### src/rtl/adder_tree_operand_loader.sv
// Serial-to-parallel collector of five WIDTH-bit operands for the 5-input adder tree.
// Optional running checksum of accepted words: define ADDER_TREE_LOADER_CHKSUM_EN.
module adder_tree_operand_loader #(
    parameter int WIDTH = 32
) (
    input  logic             clk,
    input  logic             rst_n,
    input  logic [WIDTH-1:0] in_data,
    input  logic             in_valid,
    input  logic             in_last,
    output logic             in_ready,
    input  logic             flush,
    output logic [WIDTH-1:0] op_a,
    output logic [WIDTH-1:0] op_b,
    output logic [WIDTH-1:0] op_c,
    output logic [WIDTH-1:0] op_d,
    output logic [WIDTH-1:0] op_e,
    output logic             ops_valid,
    input  logic             ops_ready,
    output logic [2:0]       fill_cnt,
    output logic [WIDTH-1:0] chk_sum
);

    typedef enum logic {
        ST_FILL = 1'b0,
        ST_HOLD = 1'b1
    } state_t;

    state_t           state_r;
    logic [2:0]       fill_cnt_r;
    logic [WIDTH-1:0] slot_r [5];
    logic             ops_valid_r;

    // Set assembly, hand-off and flush state machine
    always_ff @(posedge clk or negedge rst_n) begin
        if (!rst_n) begin
            state_r     <= ST_FILL;
            fill_cnt_r  <= 3'd0;
            ops_valid_r <= 1'b0;
            for (int i = 0; i < 5; i++) slot_r[i] <= {WIDTH{1'b0}};
        end else if (flush) begin
            state_r     <= ST_FILL;
            fill_cnt_r  <= 3'd0;
            ops_valid_r <= 1'b0;
            for (int i = 0; i < 5; i++) slot_r[i] <= {WIDTH{1'b0}};
        end else begin
            case (state_r)
                ST_FILL: begin
                    if (in_valid) begin
                        // Slots above the final word are zero-filled when the set ends early
                        for (int i = 0; i < 5; i++) begin
                            if (3'(i) == fill_cnt_r) begin
                                slot_r[i] <= in_data;
                            end else if (in_last && (3'(i) > fill_cnt_r)) begin
                                slot_r[i] <= {WIDTH{1'b0}};
                            end else begin
                                slot_r[i] <= slot_r[i];
                            end
                        end
                        if (in_last || (fill_cnt_r == 3'd4)) begin
                            state_r     <= ST_HOLD;
                            fill_cnt_r  <= 3'd5;
                            ops_valid_r <= 1'b1;
                        end else begin
                            fill_cnt_r  <= fill_cnt_r + 3'd1;
                        end
                    end else begin
                        fill_cnt_r <= fill_cnt_r;
                    end
                end
                ST_HOLD: begin
                    if (ops_ready) begin
                        state_r     <= ST_FILL;
                        fill_cnt_r  <= 3'd0;
                        ops_valid_r <= 1'b0;
                        for (int i = 0; i < 5; i++) slot_r[i] <= {WIDTH{1'b0}};
                    end else begin
                        ops_valid_r <= 1'b1;
                    end
                end
                default: begin
                    state_r     <= ST_FILL;
                    fill_cnt_r  <= 3'd0;
                    ops_valid_r <= 1'b0;
                    for (int i = 0; i < 5; i++) slot_r[i] <= {WIDTH{1'b0}};
                end
            endcase
        end
    end

    assign in_ready  = (state_r == ST_FILL);
    assign ops_valid = ops_valid_r;
    assign fill_cnt  = fill_cnt_r;
    assign op_a      = slot_r[0];
    assign op_b      = slot_r[1];
    assign op_c      = slot_r[2];
    assign op_d      = slot_r[3];
    assign op_e      = slot_r[4];

`ifdef ADDER_TREE_LOADER_CHKSUM_EN
    logic [WIDTH-1:0] chk_sum_r;

    // Running modulo-2^WIDTH sum of accepted words, cleared with the set
    always_ff @(posedge clk or negedge rst_n) begin
        if (!rst_n) begin
            chk_sum_r <= {WIDTH{1'b0}};
        end else if (flush) begin
            chk_sum_r <= {WIDTH{1'b0}};
        end else if ((state_r == ST_FILL) && in_valid) begin
            chk_sum_r <= chk_sum_r + in_data;
        end else if ((state_r == ST_HOLD) && ops_ready) begin
            chk_sum_r <= {WIDTH{1'b0}};
        end else begin
            chk_sum_r <= chk_sum_r;
        end
    end

    assign chk_sum = chk_sum_r;
`else
    assign chk_sum = {WIDTH{1'b0}};
`endif

endmodule
### config.mk
export PLATFORM = sky130hd
export DESIGN_NAME = adder_tree_operand_loader
export DESIGN_NICKNAME = d
export VERILOG_FILES = /design/src/rtl/adder_tree_operand_loader.sv
export SDC_FILE = /design/constraint.sdc
export NUM_CORES = 1
export LEC_CHECK = 0
export BUFFER_PORTS_ARGS = -buffer_cell sky130_fd_sc_hd__buf_2
export CORE_UTILIZATION = 52
export DETAILED_ROUTE_END_ITERATION = 12
export GPL_TIMING_DRIVEN = 0
export PLACE_DENSITY_LB_ADDON = 0.12
export SYNTH_ARGS = -nofsm -noshare
export SYNTH_HDL_FRONTEND = slang
export SYNTH_SLANG_ARGS = --single-unit
### constraint.sdc
create_clock -name clk -period 3.2 [get_ports clk]
set_clock_uncertainty 0.15 [all_clocks]
set_input_delay 0.64 -clock clk [delete_from_list [all_inputs] [get_ports clk]]
set_output_delay 0.64 -clock clk [all_outputs]
set_load 0.03 [all_outputs]
==> impl_results.md, run 1 <==
* Status: finished clean
* FF-to-FF setup slack at 370 ps
* Synthesis-stage register bit count at 165
* Fin crit share at 88.47%
* Top sig layer: met4
* Mux cell area share after synthesis at 0%
* # fillers at 1262
* Pwr dens at 518.6 nW/um^2
* Mapped Cells at 786
* Overflow after GRT at 0
* Total of max-cap violations at 0
* Leakage at 5.134 nW
* Nets at 1080
* Post-synthesis xor/xnor area fraction at 0%
* DR WL met3 at 2161 microns
* Antenna violations before repair at 0
* Gates resized, CTS repair at 0
* Detailed Routing Iterations Pass 1 at 5
* Diode count at 0
* Routed vias/inst at 6.209
* Vias in the first global route at 7274
* Worst Max-Slew Pin Slew at 598.4 ps
* Main combinational cell family by area after synthesis: compound AO/OA/AOI/OAI gates
* Final Wtd Congestion at 0.8420
* Mean Syn Cell Area at 10.25 sq um
* Worst R2R Path Depth at 7
* Number of synthesized flops with an enable pin at 0
* CTS Buffer Depth at 2
* Setup violations, final at 0
* Ys Warns at 0
* Critical Path End Type: flop
* Area grow syn2layout at 24.72%
* FF/Latch Area at 4129 sq um
* CTS tree: done
* Post-synth top cells: dfrtp_1, nand3_1, nand2_1
* Die Wd at 126.5 microns
* Clk slew on worst S/H paths at 70 ps
* Die ar. at 16000 sq um
* Worst path required time at 3420 ps
* Pwr Total at 5.213 mW
* Post-route minimum period at 2831 ps
* Post-Route M1 WL at 10890 microns
* Cts bufs inserted at 17
* Dominant cell by count in the synthesized netlist: dfrtp_1
* # rows at 45
* Simple-Gate Fraction of Synth Area at 18.74%
* Hold Crit Endpoint: op_a[9]
* Initial DRC count at 705
* Hold path depth at 1
* Critical path arrival at 3050 ps
* Synth Cell Area at 8059 sq um
* Max Fanout on Critical Path at 10
* Hold Startpoint: op_a[9]
* Compound-Gate Fraction of Synth Area at 20.66%
* Placed insts at 1207
* Worst VDD drop at 0.4283 mV
* Die Y at 126.5 microns
* GR Util All Layers at 33.12%
* H-tree depth at 4
* CP Launch Type: flop
* Met2 Routed Length at 11980 microns
* ANT nets after route at 0
* Async S/R FF share, synth at 100.0%
* CTS Sinks at 165
* R2r endpoint: op_a[3]
* Dpl hpwl at 17640 microns
* WS Path Type: flop to flop
* Final WL at 25890 microns
* Cell taking the most area after synthesis: dfrtp_1
* Post-Layout Cell Count at 1240
* Path type of the worst min-delay path: flop to flop
* WL/cell at 20.88 microns
* Top cells by area, synth: dfrtp_1, nand3_1, a22o_1, buf_4, and3b_1
* Top cell type's share of synthesized area at 51.23%
* Fmax achieved at 0.3532 GHz
* Multi-input logic area at 3333 sq um
* Via count at 7699
* RSZ-0062 raised after global routing: no
* Root Buffer: clkbuf_16
* Core Region at 15150 sq um
* Cell variety after synth at 40
* Reg2reg start: fill_cnt[1]
* Critical-path top delay cell: dfrtp_1
* Cell Chain, Critical Path: inv_1 -> clkbuf_1 -> ha_1 -> nor2b_1 -> o32ai_4 -> buf_4 -> a22o_1
* Adder-cell share of the synthesized area at 0.4658%
* CP peak stage delay at 580 ps
* Top_reg_cell synth: dfrtp_1
* Layout cells sized above 1 at 30.13%
* Final Hold Viols at 0
* Max-slew violations at 0
* First-pass GRT wire length at 40520 microns
* Initial Util at 53.21%
* Clk_lat worst skew at 440 ps
* Largest net degree at the start of global routing at 122
* Drt drc at 0
* Port bufs at 201
* # IOs at 235
* Seq/Total Area, Yosys at 51.23%
* Max_slew headroom at 60.11%
[worst max-delay path by stage]
| stage | endpoint | depth (start not counted) | from | slack, ps |
|---|---|---|---|---|
| after CTS | op_a[3] | 7 | fill_cnt[1] | 410 |
| after global routing | op_e[26] | 8 | fill_cnt[1] | 230 |
| after floorplan | op_a[0] | 9 | fill_cnt[1] | 710 |
| final | op_a[3] | 7 | fill_cnt[1] | 370 |
| after global placement | op_c[26] | 1 | rst_n | -1230 |
| after detailed placement | op_a[4] | 7 | fill_cnt[1] | 440 |
[layout make-up]
type                       instances  area share (%)
sequential                       165           41.08
multi-input combinational        521           33.16
timing repair buffer             203           10.48
buffer                           126           6.909
clock buffer                      21           4.581
tap                              188           2.340
clock inverter                    11           1.257
inverter                           5          0.1867
[worst max-delay path: cells and delay by family (launching register included)]
kind | cells | cell delay [ps]
buf+inv | 3 | 820
compound gates | 2 | 690
flops | 1 | 580
fa+ha+maj | 1 | 330
simple gates | 1 | 180
[cells in the final DEF, fill, tap and decap left out, drive strengths merged, types with 5 or more instances in the layout]
cell and n:
a22o 64, a32oi 32, and3b 33, buf 280
clkbuf 69, conb 32, dfrtp 165, inv 6
nand2 65, nand2b 5, nand3 130, nand4 32
o2111ai 32, o211ai 33, o21ai 33
[per-layer routing]
metal  global-route usage, %  vias to the layer above
met5                       0                        -
met4                   15.02                        0
met3                   6.664                       70
met2                   50.93                      408
met1                   45.51                     3805
li1                        -                     3416
[power by group]
group	internal [mW]	switching, mW	leakage, nW	total, mW
clock network	1.19	0.870	0.276	2.06
logic	0.247	0.685	2.58	0.932
registers	2.16	0.0580	2.28	2.22
total	3.60	1.61	5.13	5.21
[timing repair]
item / 4_1_cts / 5_1_grt
hold endpoints to repair: 44 / 0
hold buffers: 1 / 0
buffers inserted: 0 / 0
[metrics by stage]
step / TNS, ps / area (sq um) / util [%] / setup WS (ps) / hold WS [ps]
global route: 0 / 10050 / 66.36 / 230.7 / 345.5
finish: 0 / 10050 / 66.36 / 368.8 / 343.0
detailed placement: 0 / 9454 / 62.42 / 441.6 / 326.4
global placement: -201070 / 9417 / 62.17 / -1232 / 326.9
floorplan: 0 / 8175 / - / 710.1 / 194.4
CTS: 0 / 10050 / 66.36 / 408.2 / 343.5
[cells by family (layout without fill, tap and decap cells)]
group           count (synthesis)  after routing
compound gates                208            208
buf+inv                       131            366
flops                         165            165
fa+ha+maj                       3              3
simple gates                  278            278
other cells                     1             32
[state kept, by name, indices dropped and copies added, names as in the netlist]
register and cells:
fill_cnt 3, op_d 32, op_e 32, op_b 32
op_a 32, op_c 32, state_r 1, ops_valid 1
(Power assumes the default switching activity.)
==> inputs of run 2 (changes only) <==
- CTS_BUF_LIST: default -> sky130_fd_sc_hd__clkbuf_16
==> run 2 against run 1 <==
  * Fmax down 0.22%
  * Non-clock buffer count did not move
  * Final cell count is the same
  * Clock power is 3% lower
  * Total power down 1.1%
  * Final area fell by 0.20%
  * Register-to-register slack about the same
  * Worst hold slack hardly changed
  * Global-route usage is the same
  * Die area unchanged
  * Critical path type unchanged
  * Largest cell class unchanged
  * Highest routed layer unchanged
==> impl_results.md, run 2 (synthesis gave the netlist of run 1 again) <==
* Path type of the worst min-delay path: flop to flop (unchanged)
* Die Wd at 126.5 microns (unchanged)
* Final Wtd Congestion at 0.8420 (unchanged)
* Max_slew headroom at 58.77% (was 60.11%)
* Worst Max-Slew Pin Slew at 618.5 ps (was 598.4 ps)
* Total of max-cap violations at 0 (unchanged)
* Dpl hpwl at 17640 microns (unchanged)
* Post-route minimum period at 2838 ps (was 2831 ps)
* Clk_lat worst skew at 440 ps (about the same)
* # rows at 45 (unchanged)
* H-tree depth at 4 (unchanged)
* CP peak stage delay at 580 ps (about the same)
* Highest-count cells in the layout ignoring fill and taps: buf_2, dfrtp_1, nand3_1 (unchanged)
* Max Fanout on Critical Path at 10 (unchanged)
* Diode count at 0 (unchanged)
* Pwr dens at 513.7 nW/um^2 (was 518.6 nW/um^2)
* Final Hold Viols at 0 (unchanged)
* Drt drc at 0 (unchanged)
* ANT nets after route at 0 (unchanged)
* Area grow syn2layout at 24.47% (was 24.72%)
* Final core occ at 66.23% (was 66.36%)
* Max-slew violations at 0 (unchanged)
* CTS Buffer Depth at 2 (unchanged)
* # IOs at 235 (unchanged)
* Hold Startpoint: op_a[9] (unchanged)
* Crit path max-delay family: buffers and inverters (unchanged)
* Nets at 1080 (unchanged)
* Fmax achieved at 0.3524 GHz (was 0.3532 GHz)
* Worst VDD drop at 0.4257 mV (was 0.4283 mV)
* RSZ-0062 raised after global routing: no (unchanged)
* CP bufs+invs at 3 (unchanged)
* Hold path depth at 1 (unchanged)
* WS Path Type: flop to flop (unchanged)
* Die Y at 126.5 microns (unchanged)
* Cts bufs inserted at 17 (unchanged)
* Final WL at 25820 microns (was 25890 microns)
* Critical path arrival at 3060 ps (was 3050 ps)
* CTS Sinks at 165 (unchanged)
* Cell Chain, Critical Path: inv_1 -> clkbuf_1 -> ha_1 -> nor2b_1 -> o32ai_4 -> buf_4 -> a22o_1 (unchanged)
* Status: finished clean (unchanged)
* Vias in the first global route at 7276 (was 7274)
* WL/cell at 20.82 microns (was 20.88 microns)
* Port bufs at 201 (unchanged)
* Initial Util at 53.21% (unchanged)
* Hold Slack at 342.6 ps (was 343.0 ps)
* Leakage at 5.131 nW (was 5.134 nW)
* FF-to-FF setup slack at 360 ps (was 370 ps)
* R2r endpoint: op_a[4] (was op_a[3])
* Setup violations, final at 0 (unchanged)
* First-pass GRT wire length at 40520 microns (unchanged)
* Postcts setup bufs at 0 (unchanged)
* Critical-path top delay cell: dfrtp_1 (unchanged)
* Pwr Total at 5.153 mW (was 5.213 mW)
* Layout cells sized above 1 at 29.94% (was 30.13%)
* Worst path required time at 3420 ps (about the same)
* Worst R2R Path Depth at 7 (unchanged)
* Largest net degree at the start of global routing at 122 (unchanged)
* Critical Path End Type: flop (unchanged)
* Reg2reg start: fill_cnt[1] (unchanged)
* GR Util All Layers at 33.12% (unchanged)
* CTS tree: done (unchanged)
* Hold Crit Endpoint: op_a[9] (unchanged)
* Clk slew on worst S/H paths at 70 ps (about the same)
* Antenna violations before repair at 0 (unchanged)
* Root Buffer: clkbuf_16 (unchanged)
* CP Launch Type: flop (unchanged)
* Stages on the worst setup path at 7 (unchanged)
* # fillers at 1267 (was 1262)
* Via count at 7719 (was 7699)
* Overflow after GRT at 0 (unchanged)
* Die ar. at 16000 sq um (unchanged)
* Fin crit share at 88.67% (was 88.47%)
* Routed vias/inst at 6.225 (was 6.209)
* Initial DRC count at 670 (was 705)
* Final setup TNS at 0 ps (unchanged)
* Most common cell after layout, fill and taps aside: buf_2 (unchanged)
* Core Region at 15150 sq um (unchanged)
* Detailed Routing Iterations Pass 1 at 5 (unchanged)
[run 2: worst max-delay path by stage]
stage	from	endpoint
floorplan	fill_cnt[1]	op_a[0]
global placement	rst_n	op_c[26]
detailed placement	fill_cnt[1]	op_a[4]
CTS	fill_cnt[1]	op_a[3]
global route	fill_cnt[1]	op_e[26]
finish	fill_cnt[1]	op_a[4]
[run 2: worst register-to-register path: stages, from the launching register on]
cell and delay (ps):
dfrtp_1 580, inv_1 220, clkbuf_1 310, ha_1 340, nor2b_1 180, o32ai_4 550
buf_4 290, a22o_1 150
[run 2: area by class of cell]
type | instances | area, sq um | area share, %
flip-flops and latches | 165 | 4129 | 41.16
clock inverters | 15 | 141.4 | 1.410
repair buffers | 203 | 1054 | 10.50
plain buffers | 126 | 694.4 | 6.923
multi-input cells | 521 | 3333 | 33.23
inverters | 5 | 18.77 | 0.1871
well taps | 188 | 235.2 | 2.345
clock buffers | 17 | 425.4 | 4.241
[run 2: metal layers]
metal  track usage (%)  routed length (microns)  part of all wire [%]  up-vias
met1             45.48                    10720                    42     3804
li1                  -                        -                     -     3420
met4             15.02                      879                   3.4        0
met3             6.664                     2304                   8.9       73
met5                 0                        0                     0        -
met2             50.96                    11910                    46      422
[run 2: timing repair]
action                     4_1_cts  5_1_grt
setup endpoints to repair        0        0
gates resized for setup          0        0
hold endpoints to repair        44        0
hold buffers                     1        0
[run 2: per-stage QoR]
step / area (sq um) / setup WS [ps] / cells
2_1_floorplan: 8175 / 710.1 / 817
3_3_place_gp: 9417 / -1232 / 1206
4_1_cts: 10030 / 408.5 / 1240
5_1_grt: 10030 / 230.7 / 1240
3_5_place_dp: 9454 / 441.6 / 1207
6_report: 10030 / 362.5 / 1240
[run 2: where the power goes]
group,switching (mW),internal (mW),total (mW)
Combinational,0.685,0.247,0.932
Clock,0.865,1.14,2.00
Sequential,0.0580,2.16,2.22
==> inputs of run 3 (changes only) <==
- GPL_TIMING_DRIVEN: 0 -> default
- REMOVE_ABC_BUFFERS: default -> 1
==> run 3 against run 2 <==
  * Wire length shrank 3.1%
  * Die area unchanged
  * Highest routed layer unchanged
  * Core utilization down 3.0 points
  * Sequential share of layout area grew 2.0 points
  * Critical path depth down 2
  * Clock power rose by 5%
  * Critical path type unchanged
  * Non-clock buffer count is 109 lower
  * Clock-buffer cell count unchanged
  * Sequential cell count stayed put
  * Worst hold slack got worse by 250 ps
  * Worst setup slack improved by 200 ps
  * Combinational power decreased by 8.6%
==> impl_results.md, run 3 (synthesis gave the netlist of run 1 again) <==
* Worst VDD drop at 0.4105 mV (was 0.4257 mV)
* Port bufs at 202 (was 201)
* Max-slew violations at 0 (unchanged)
* FF-to-FF setup slack at 560 ps (was 360 ps)
* Root Buffer: clkbuf_16 (unchanged)
* Setup violations, final at 0 (unchanged)
* Initial DRC count at 750 (was 670)
* Reg2reg start: fill_cnt[1] (unchanged)
* Detailed Routing Iterations Pass 1 at 6 (was 5)
* Nets at 971 (was 1080)
* Pwr Total at 5.198 mW (was 5.153 mW)
* # fillers at 1239 (was 1267)
* H-tree depth at 4 (unchanged)
* ANT nets after route at 0 (unchanged)
* Post-route minimum period at 2639 ps (was 2838 ps)
* Max_slew headroom at 24.41% (was 58.77%)
* Total of max-cap violations at 0 (unchanged)
* GR Util All Layers at 31.96% (was 33.12%)
* Met1 global-route usage at 41.25% (was 45.48%)
* Layout cells sized above 1 at 28.84% (was 29.94%)
* Clk_lat worst skew at 440 ps (about the same)
* Multi-input logic area at 3395 sq um (was 3333 sq um)
* Post-Layout Cell Count at 1131 (was 1240)
* Area grow syn2layout at 18.83% (was 24.47%)
* Path type of the worst min-delay path: primary input to asynchronous set/reset pin (was flop to flop)
* # rows at 45 (unchanged)
* Overflow after GRT at 0 (unchanged)
* Final Wtd Congestion at 0.9470 (was 0.8420)
* # IOs at 235 (unchanged)
* Die Wd at 126.5 microns (unchanged)
* Drt drc at 0 (unchanged)
* Most common cell after layout, fill and taps aside: buf_2 (unchanged)
* Routed vias/inst at 6.476 (was 6.225)
* Cts bufs inserted at 17 (unchanged)
* Diode count at 0 (unchanged)
* GR peak layer: met2 (unchanged)
* Largest net degree at the start of global routing at 100 (was 122)
* Critical path arrival at 2860 ps (was 3060 ps)
* Antenna violations before repair at 0 (unchanged)
* FF/Latch Area at 4133 sq um (was 4129 sq um)
* Worst Max-Slew Pin Slew at 1134 ps (was 618.5 ps)
* CTS Buffer Depth at 2 (unchanged)
* Die ar. at 16000 sq um (unchanged)
* Core Region at 15150 sq um (unchanged)
* Vias in the first global route at 7131 (was 7276)
* GRT met3 Usage at 6.875% (was 6.664%)
* Leakage at 4.796 nW (was 5.131 nW)
* Die Y at 126.5 microns (unchanged)
* Critical Path End Type: flop (unchanged)
* Fmax achieved at 0.3789 GHz (was 0.3524 GHz)
* Pwr dens at 542.8 nW/um^2 (was 513.7 nW/um^2)
* Hold Slack at 89.46 ps (was 342.6 ps)
* CTS tree: done (unchanged)
* Worst R2R Path Depth at 5 (was 7)
* Hold Buf Count CTS at 0 (was 1)
* First-pass GRT wire length at 39320 microns (was 40520 microns)
* CTS Sinks at 165 (unchanged)
* Final WL at 25020 microns (was 25820 microns)
* Gates resized, CTS repair at 0 (unchanged)
* Postcts setup bufs at 0 (unchanged)
* RSZ-0062 raised after global routing: no (unchanged)
* WS Path Type: flop to flop (unchanged)
* WL/cell at 22.12 microns (was 20.82 microns)
* Max Fanout on Critical Path at 33 (was 10)
* Final Hold Viols at 0 (unchanged)
* Via count at 7324 (was 7719)
* Dpl hpwl at 14230 microns (was 17640 microns)
* Worst path required time at 3420 ps (about the same)
* Final setup TNS at 0 ps (unchanged)
* Placed insts at 1099 (was 1207)
* Initial Util at 53.21% (unchanged)
* CP Launch Type: flop (unchanged)
* Highest-count cells in the layout ignoring fill and taps: buf_2, dfrtp_1, nand3_1 (unchanged)
* Routing usage on met2 at 52.32% (was 50.96%)
* R2r endpoint: op_a[9] (was op_a[4])
* Clk slew on worst S/H paths at 60 ps (was 70 ps)
* Fin crit share at 82.48% (was 88.67%)
* Status: finished clean (unchanged)
[run 3: cell count changes in the layout (fill, tap and decap cells not counted), sizes merged]
cell         previous run  this run
clkbuf                 65        17
inv                     8         7
buf                   280       220
clkinv                  6         5
clkinvlp                4         5
bufinv                  2         3
dlygate4sd3             1         0
[run 3: routing by layer]
layer | wire length [microns] | part of all wire (%) | vias up
li1 | - | - | 3199
met1 | 10170 | 41 | 3686
met2 | 12260 | 49 | 392
met3 | 1946 | 7.8 | 47
met4 | 644 | 2.6 | 0
met5 | 0 | 0 | -
[run 3: final cells by class]
| cell class | count | share of cell area (%) |
|---|---|---|
| Clock buffer | 17 | 4.442 |
| Clock inverter | 15 | 1.881 |
| Inverter | 5 | 0.1960 |
| Multi-Input combinational cell | 521 | 35.45 |
| Sequential cell | 165 | 43.15 |
| Tap cell | 188 | 2.456 |
| Timing Repair Buffer | 220 | 12.42 |
[run 3: critical path, stage by stage, from the launching register on]
cell and delay, ps:
dfrtp_1 510, inv_1 140, ha_1 280, and3b_2 670
and3_4 600, a22o_1 220
[run 3: metrics by stage]
| stage | utilization [%] | setup WS [ps] | area (sq um) |
|---|---|---|---|
| floorplan | - | -1664 | 7481 |
| global placement | 59.23 | 641.5 | 8971 |
| detailed placement | 59.23 | 540.2 | 8971 |
| CTS | 63.23 | 535.9 | 9577 |
| global route | 63.23 | 387.1 | 9577 |
| finish | 63.23 | 560.5 | 9577 |
[run 3: how the worst max path moves through the flow]
stage | endpoint | slack (ps) | from | cells past startpoint
final | op_a[9] | 560 | fill_cnt[1] | 5
after global placement | op_a[25] | 640 | flush | 4
after detailed placement | op_a[24] | 540 | fill_cnt[1] | 5
after global routing | op_a[31] | 390 | fill_cnt[1] | 5
after CTS | op_a[5] | 540 | fill_cnt[1] | 5
after floorplan | op_d[0] | -1660 | fill_cnt[2] | 3
[run 3: power by group]
part           switching [mW]  internal, mW  total (mW)
Sequential             0.0737          2.16        2.23
Combinational           0.653         0.199       0.852
Clock                   0.882          1.23        2.11
Total                    1.61          3.59        5.20
